==> config.mk <==
export PLATFORM = sky130hd
export DESIGN_NAME = line_timing_gen
export DESIGN_NICKNAME = d
export VERILOG_FILES = /design/src/rtl/line_timing_gen.sv
export SDC_FILE = /design/constraint.sdc
export NUM_CORES = 1
export LEC_CHECK = 0
export ABC_CLOCK_PERIOD_IN_PS = 1900
export CAP_MARGIN = 10
export CELL_PAD_IN_SITES_DETAIL_PLACEMENT = 1
export CELL_PAD_IN_SITES_GLOBAL_PLACEMENT = 2
export CORE_MARGIN = 3
export CORE_UTILIZATION = 30
export CTS_CLUSTER_DIAMETER = 120
export DETAILED_ROUTE_END_ITERATION = 6
export PLACE_DENSITY_LB_ADDON = 0.1
export SYNTH_ARGS = -nofsm -noshare
export SYNTH_HDL_FRONTEND = slang
export SYNTH_SLANG_ARGS = --single-unit
==> constraint.sdc <==
create_clock -name clk -period 1.9 [get_ports clk]
set_input_delay 0.19 -clock clk [delete_from_list [all_inputs] [get_ports clk]]
set_output_delay 0.19 -clock clk [all_outputs]
set_load 0.05 [all_outputs]
==> src/rtl/line_timing_gen.sv <==
// line_timing_gen: line/frame timing FSM producing sync, end-of-line and end-of-frame strobes
// plus pixel, line and frame position counters, all registered.
module line_timing_gen #(
   parameter int PIX_PER_LINE    = 1290,
   parameter int LINES_PER_FRAME = 16,
   parameter int HBLANK          = 8,
   parameter int VBLANK          = 32,
   parameter int PW              = 12,
   parameter int LW              = 10
) (
   input  logic          clk,
   input  logic          rst_n,
   input  logic          run,
   output logic          f_sync,
   output logic          sync,
   output logic          endLine,
   output logic          endFrame,
   output logic [PW-1:0] pix_cnt,
   output logic [LW-1:0] line_cnt,
   output logic [7:0]    frame_cnt,
   output logic          busy
);
   localparam int BMAX = (HBLANK > VBLANK) ? HBLANK : VBLANK;
   localparam int BW   = $clog2(BMAX + 1);
   localparam logic [PW-1:0] PIX_LAST  = PW'(PIX_PER_LINE - 1);
   localparam logic [LW-1:0] LINE_LAST = LW'(LINES_PER_FRAME - 1);
   localparam logic [BW-1:0] HB_LAST   = BW'(HBLANK - 1);
   localparam logic [BW-1:0] VB_LAST   = BW'(VBLANK - 1);

   typedef enum logic [2:0] {S_IDLE, S_SYNC, S_ACTIVE, S_HBLANK, S_VBLANK} state_t;

   state_t          st_q, st_d;
   logic [PW-1:0]   pix_q, pix_d;
   logic [LW-1:0]   line_q, line_d;
   logic [7:0]      frame_q, frame_d;
   logic [BW-1:0]   blk_q, blk_d;
   logic            sync_q, sync_d, f_sync_q, f_sync_d;
   logic            end_line_q, end_line_d, end_frame_q, end_frame_d, busy_q, busy_d;

   always_comb begin
      st_d    = st_q;
      pix_d   = pix_q;
      line_d  = line_q;
      frame_d = frame_q;
      blk_d   = blk_q;
      case (st_q)
         S_IDLE: if (run) begin
            st_d   = S_SYNC;
            line_d = '0;
         end
         S_SYNC: begin
            st_d  = S_ACTIVE;
            pix_d = '0;
         end
         S_ACTIVE: if (pix_q == PIX_LAST) begin
            pix_d = '0;
            blk_d = '0;
            if (line_q < LINE_LAST) begin
               st_d   = S_HBLANK;
               line_d = line_q + 1'b1;
            end else begin
               st_d    = S_VBLANK;
               line_d  = '0;
               frame_d = frame_q + 1'b1;
            end
         end else pix_d = pix_q + 1'b1;
         S_HBLANK: if (blk_q == HB_LAST) st_d = S_SYNC;
                   else blk_d = blk_q + 1'b1;
         // run is only looked at here and in IDLE, so a frame is never cut short
         S_VBLANK: if (blk_q == VB_LAST) st_d = run ? S_SYNC : S_IDLE;
                   else blk_d = blk_q + 1'b1;
         default: st_d = S_IDLE;
      endcase
      sync_d      = st_d == S_SYNC;
      f_sync_d    = sync_d && line_d == '0;
      end_line_d  = st_d == S_ACTIVE && pix_d == PIX_LAST;
      end_frame_d = (sync_d || st_d == S_ACTIVE) && line_d == LINE_LAST;
      busy_d      = st_d != S_IDLE;
   end

   always_ff @(posedge clk or negedge rst_n) begin
      if (!rst_n) begin
         st_q        <= S_IDLE;
         pix_q       <= '0;
         line_q      <= '0;
         frame_q     <= '0;
         blk_q       <= '0;
         sync_q      <= 1'b0;
         f_sync_q    <= 1'b0;
         end_line_q  <= 1'b0;
         end_frame_q <= 1'b0;
         busy_q      <= 1'b0;
      end else begin
         st_q        <= st_d;
         pix_q       <= pix_d;
         line_q      <= line_d;
         frame_q     <= frame_d;
         blk_q       <= blk_d;
         sync_q      <= sync_d;
         f_sync_q    <= f_sync_d;
         end_line_q  <= end_line_d;
         end_frame_q <= end_frame_d;
         busy_q      <= busy_d;
      end
   end

   assign sync      = sync_q;
   assign f_sync    = f_sync_q;
   assign endLine   = end_line_q;
   assign endFrame  = end_frame_q;
   assign pix_cnt   = pix_q;
   assign line_cnt  = line_q;
   assign frame_cnt = frame_q;
   assign busy      = busy_q;
endmodule

==> flow_summary.yaml, run 1 <==
drt:
  drt_wl_total_mm: 7.45
  vias: 2275
  dr.pass1.iters: 4
  drc: 0
  ant_nets: 0
  wire_per_inst_microns: 16.2
  drtIter0Drc: 67
  vias_per_cell: 4.95
sta:
  slew_violations: 0
  worst_slack_ns: -0.180
  maxSlewHeadroom_pct: 65.8
  post-route-min-period_ns: 2.08
  final.setup_skew_ns: 0.0128
  rsz0062_at_grt: "true"
  hold_viol_final: 0
  min_period_over_period_pct: 109
  hold_slack_ns: 0.387
  finalSetupViolCount: 9
  clock.fmax_mhz: 481
  tightest_slew_ns: 0.513
synthesis:
  synth-edff-count: 0
  synth_top_area_share_pct: 46.0
  yosys_warnings: 0
  ys_seq_area_share_pct: 46.0
  synthTopCellsByArea: "dfrtp_1 (46%), nand2_1 (5.0%), nor2_1 (4.2%)"
  ys_types: 54
  postSynth.asyncResetShare_pct: 100
  yosysTopAreaCell: "dfrtp_1"
  syn-instance-count: 252
  synth_common_cells: "dfrtp_1 (44), nand2_1 (32), nor2_1 (27), o21ai_0 (15), nand3_1 (14)"
  ys_seq_elements: 44
  synthFlopType: "dfrtp_1"
  avgSynthCellArea_sq_um: 9.49
  yosysMostFrequentCell: "dfrtp_1"
  syn_area_sq_um: 2390
  synth_nets: 260
global_routing:
  grt_pass1_vias: 2367
  globalRoute.totalOverflow: 0
  grt_start_max_net_pins: 45
  antenna_found_initial: 0
  grt_usage_pct: 17.1
  grt_pass1_wl_mm: 11.9
worst_setup_path:
  path_cells: "or4_4, or3_4, o211ai_2, nand4_1, nor4b_2"
  crit_required_ns: 2.13
  worstSetupStartpointType: "register"
  crit_type: "register to register"
  cp_max_fo: 5
  cpPeakStageDelay_ns: 0.58
  crit_path_top_delay_cell: "or4_4"
  endpoint_kind: "register"
  rrSetupSlack_ns: -0.18
  arrival_ns: 2.31
pwr:
  p_per_area_nw_per_um2: 445
  p_leak_nw: 1.64
  finalPower_mw: 1.61
  max-vdd-ir-drop_mv: 0.229
cells_and_area:
  final_core_util_pct: 48.2
  drive_above_1_share_pct: 37.4
  final_area_sq_um: 3610
  area_growth_pct: 51.0
  fillers: 872
  num_antenna_cells: 0
  fin_nets: 368
clock_network:
  cts.path.max_buffers: 2
  cts_tree: "built"
  clock-sinks: 44
  cts_max_level: 2
  ctsRootBufferMaster: "clkbuf_8"
  clk_pin_slew_ns: 0.10
  cts_buffers: 5
  clock_latency_ns: 0.31
placement:
  placement.io_buffers: 37
  hpwl_mm: 5.47
  placed_cell_area_sq_um: 3360
  place.gp.congestion: 0.780
  pre_cts_ws_ns: -0.184
floorplan:
  core_sq_um: 7490
  io_pins: 38
  die_h_microns: 95.3
  die_w_microns: 95.3
  rows: 31
  initial_utilization_pct: 31.9
  die-area_sq_um: 9080
hold_path:
  hold_class: "input port to async pin"
status:
  status: "complete, but fails checks"
  violations: "negative setup slack"
job:
  cap_violations: 0
==> layout make-up <==
type	count	area, sq um	share of cell area [%]
sequential	44	1120	31.1
inverter	5	18.8	0.520
tap	99	124	3.43
clock inverter	3	21.3	0.589
timing repair buffer	108	927	25.7
multi-input combinational	196	1330	36.8
clock buffer	5	68.8	1.91
==> cells in the final DEF, fill, tap and decap left out, types with 2 or more instances in the layout <==
cell / netlist / routed
o31ai_1: 3 / 2
xor2_1: 8 / 8
o21ai_1: 1 / 10
dlymetal6s2s_1: 0 / 4
nor2_1: 27 / 25
nor3_1: 6 / 5
nand2b_1: 3 / 3
a21oi_1: 3 / 3
and2_1: 6 / 5
o22ai_1: 2 / 2
a21o_1: 3 / 3
inv_1: 5 / 4
nor3_2: 1 / 2
nor4_1: 3 / 2
mux2i_1: 2 / 2
or4_4: 1 / 2
dfrtp_1: 44 / 27
o41ai_1: 2 / 2
nand2_1: 32 / 31
xnor2_1: 9 / 9
or2_2: 5 / 5
buf_4: 1 / 68
and2_4: 0 / 3
or3_4: 1 / 2
and3_1: 4 / 3
clkdlybuf4s50_1: 0 / 32
o21ai_0: 15 / 6
nand3_1: 14 / 13
dfrtp_2: 0 / 17
nor3b_4: 1 / 2
a31oi_1: 4 / 3
nand4_1: 8 / 8
ha_1: 5 / 4
nor2b_1: 2 / 2
clkbuf_8: 0 / 5
==> final timing paths <==
| path | start | end | depth (start not counted) |
|---|---|---|---|
| min reg2reg | frame_cnt[7]$_DFFE_PN0P_ | frame_cnt[7]$_DFFE_PN0P_ | 1 |
| max in group asynchronous | rst_n | pix_cnt[3]$_DFF_PN0_ | 3 |
| max | line_cnt[6]$_DFF_PN0_ | endLine$_DFF_PN0_ | 5 |
| min in group clk | frame_cnt[7]$_DFFE_PN0P_ | frame_cnt[7]$_DFFE_PN0P_ | 1 |
| min | rst_n | endLine$_DFF_PN0_ | 3 |
| max reg2reg | line_cnt[6]$_DFF_PN0_ | endLine$_DFF_PN0_ | 5 |
==> cells by family after synthesis <==
logic type	after synthesis	synth area share, %
xor gates and xnor gates	17	6.23
and+or+nand+nor	127	29.3
buffers and inverters	12	2.20
adders and majority gates	5	2.62
AOI/OAI and AO/OA	44	12.3
DFF	44	46.0
muxes	3	1.31
==> layer usage <==
layer	vias to the layer above	GRT usage [%]	routed length, microns
li1	1110	-	-
met1	1124	22.8	3500
met2	37	29.2	3690
met3	4	2.84	213
met4	0	3.73	46
met5	-	0	0
==> stage by stage <==
step	instances	TNS, ns
floorplan	252	-0.538
global placement	441	-0.514
detailed placement	441	-0.922
CTS	451	-0.827
global route	460	-1.75
finish	460	-0.754
==> registers in the layout, indices dropped and copies added (netlist names) <==
name / count
frame_cnt: 8
endFrame: 1
endLine: 1
sync: 1
f_sync: 1
blk_q: 6
line_cnt: 10
st_q: 3
pix_cnt: 12
busy: 1
==> report_power, final <==
group	leakage [nW]	switching [mW]	internal, mW
combinational	1.04	0.0216	0.00837
clock	0.0445	0.380	0.262
sequential	0.555	0	0.935
==> repair_timing <==
action,in CTS,in global routing
endpoints found under the setup margin,12,27
endpoints found under the hold margin,44,0
pin swaps,2,15
hold buffers,1,0
buffers inserted,1,9
resized for setup,5,25
==> critical path: cells and delay by family, from the launching register on <==
kind               cells  cell delay (ns)
and+or+nand+nor        4             1.36
DFF                    1             0.41
AOI/OAI and AO/OA      1             0.22
Power figures use the tool's default switching activity.
==> inputs of run 2 (changes only) <==
ABC_CLOCK_PERIOD_IN_PS = 2000   (was 1900)
CORE_UTILIZATION = 33   (was 30)
SLEW_MARGIN = 30   (was default)
clock period = 2 ns   (was 1.9 ns; I/O delays follow)
==> run 2 against run 1 <==
Net effect:
- the run still ends with negative setup slack left
- largest power group unchanged
- via count is 2.9% lower
- die area is 8.5% lower
- power is 1.7% higher
- largest cell class unchanged
==> flow_summary.yaml, run 2 (synthesis gave the netlist of run 1 again) <==
status:
  status: "complete, but fails checks"
  violations: "negative setup slack"
cells_and_area:
  mostFrequentLayoutCells: "buf_4 (49), clkdlybuf4s50_1 (35), nand2_1 (30)"
  largest_reg_flops: 12
  final_core_util_pct: 50.0
  drive_above_1_share_pct: 32.3
  layout.cells.non_filler: 437
  num_antenna_cells: 0
  fillers: 795
  final_common_cell: "buf_4"
  fin_nets: 348
  area_growth_pct: 44.5
drt:
  ant_nets: 0
  vias: 2208
  drt_wl_total_mm: 7.08
  dr.pass1.iters: 4
  drc: 0
  vias_per_cell: 5.05
  wire_per_inst_microns: 16.2
  drtIter0Drc: 59
clock_network:
  ctsRootBufferMaster: "clkbuf_8"
  clock-sinks: 44
  clock_latency_ns: 0.31
  cts_buffers: 5
  cts_tree: "built"
  clk_pin_slew_ns: 0.09
  cts.path.max_buffers: 2
  cts_max_level: 2
sta:
  worst_slack_ns: -0.0817
  post-route-min-period_ns: 2.08
  tightest_slew_ns: 0.696
  maxSlewHeadroom_pct: 53.6
  final.setup_skew_ns: 0.00793
  slew_violations: 0
  finalSetupViolCount: 3
  hold_viol_final: 0
  min_period_over_period_pct: 104
  clock.fmax_mhz: 480
  rsz0062_at_grt: "true"
worst_setup_path:
  crit_buf_inv: 1
  crit_path_top_delay_cell: "or4_4"
  worstSetupStartpointType: "register"
  crit_required_ns: 2.20
  crit_type: "register to register"
  arrival_ns: 2.28
  rrSetupSlack_ns: -0.08
  cp_max_fo: 5
  endpoint_kind: "register"
  cpPeakStageDelay_ns: 0.59
  reg2regPathDepth: 6
  path_depth: 6
  startpoint: "line_cnt[6]$_DFF_PN0_"
  path_cells: "or4_4, or3_4, buf_6, nand2b_4, a22oi_2, or3_1"
  cp_top_family: "simple AND/OR/NAND/NOR gates"
  reg2reg_from: "line_cnt[6]$_DFF_PN0_"
global_routing:
  grt_pass1_wl_mm: 11.8
  grt_start_max_net_pins: 31
  globalRoute.totalOverflow: 0
  grt_pass1_vias: 2326
  antenna_found_initial: 0
  grt_usage_pct: 17.7
pwr:
  sw_frac_of_total_pct: 22.3
  seqPwrFrac_pct: 54.3
  internal_power_mw: 1.27
  net-switching-power_mw: 0.366
  p_leak_nw: 1.51
  max-vdd-ir-drop_mv: 0.216
  pwr-share-comb_pct: 1.5
  pwr-share-clk_pct: 44.2
  p_per_area_nw_per_um2: 473
floorplan:
  die_h_microns: 91.1
  core_sq_um: 6910
  die-area_sq_um: 8300
  io_pins: 38
  initial_utilization_pct: 34.6
  die_w_microns: 91.1
  rows: 30
placement:
  placement.io_buffers: 37
  place.gp.congestion: 0.798
  dp_cells: 422
  pre_cts_ws_ns: -0.0506
  hpwl_mm: 5.37
job:
  cap_violations: 0
hold_path:
  hold_class: "input port to async pin"
## run 2: cell count changes in the layout (fill, tap and decap cells not counted), sizes merged
cell	delta
buf	-20
bufinv	+1
clkdlybuf4s50	+3
clkinv	-1
dlymetal6s2s	-3
## run 2: power groups by stage
stage                     Sequential, mW  Clock, mW  Combinational, mW
after floorplan                    0.907          0          0.0000825
after global placement             0.906          0             0.0248
after detailed placement           0.906          0             0.0247
after CTS                          0.889      0.747             0.0263
after global routing               0.889      0.783             0.0292
final                              0.889      0.723             0.0244
## run 2: layout make-up
class	count	area, sq um	share of cell area (%)
Multi-Input combinational cell	196	1320	38.3
Clock inverter	3	46.3	1.34
Inverter	5	18.8	0.543
Sequential cell	44	1120	32.4
Tap cell	96	120	3.48
Timing Repair Buffer	88	757	21.9
Clock buffer	5	68.8	1.99
## run 2: through the flow
step / cell area (sq um) / power [mW] / hold WS [ns] / TNS [ns]
floorplan: 2450 / 0.907 / -0.0956 / -0.188
global placement: 3210 / 0.931 / 0.292 / 0
detailed placement: 3210 / 0.931 / 0.289 / -0.100
CTS: 3360 / 1.66 / 0.483 / -0.0535
global route: 3460 / 1.70 / 0.521 / -0.525
finish: 3460 / 1.64 / 0.469 / -0.140
## run 2: layer usage
metal / global-route usage [%] / share of wire, %
met1: 24.9 / 48
met2: 27.8 / 47
met3: 3.15 / 3.2
met4: 5.28 / 1.2
met5: 0 / 0
## run 2: repair_timing
item / 4_1_cts / 5_1_grt
endpoints found under the setup margin: 2 / 14
hold endpoints to repair: 29 / 0
gates resized for setup: 3 / 17
hold buffers: 1 / 0
setup buffers: 2 / 4
pin swaps: 1 / 6
## run 2: final timing paths
path	end
worst max-delay path	busy$_DFF_PN0_
worst min-delay path	pix_cnt[1]$_DFF_PN0_
worst max register to register	busy$_DFF_PN0_
worst min register to register	frame_cnt[7]$_DFFE_PN0P_
max in group asynchronous	blk_q[3]$_DFFE_PN0P_
min in group clk	frame_cnt[7]$_DFFE_PN0P_
## run 2: worst register-to-register path, delay by kind of cell, from the launching register on
family	cells	cell delay, ns
simple gates	4	1.36
flops	1	0.41
compound gates	1	0.05
buf+inv	1	0.14
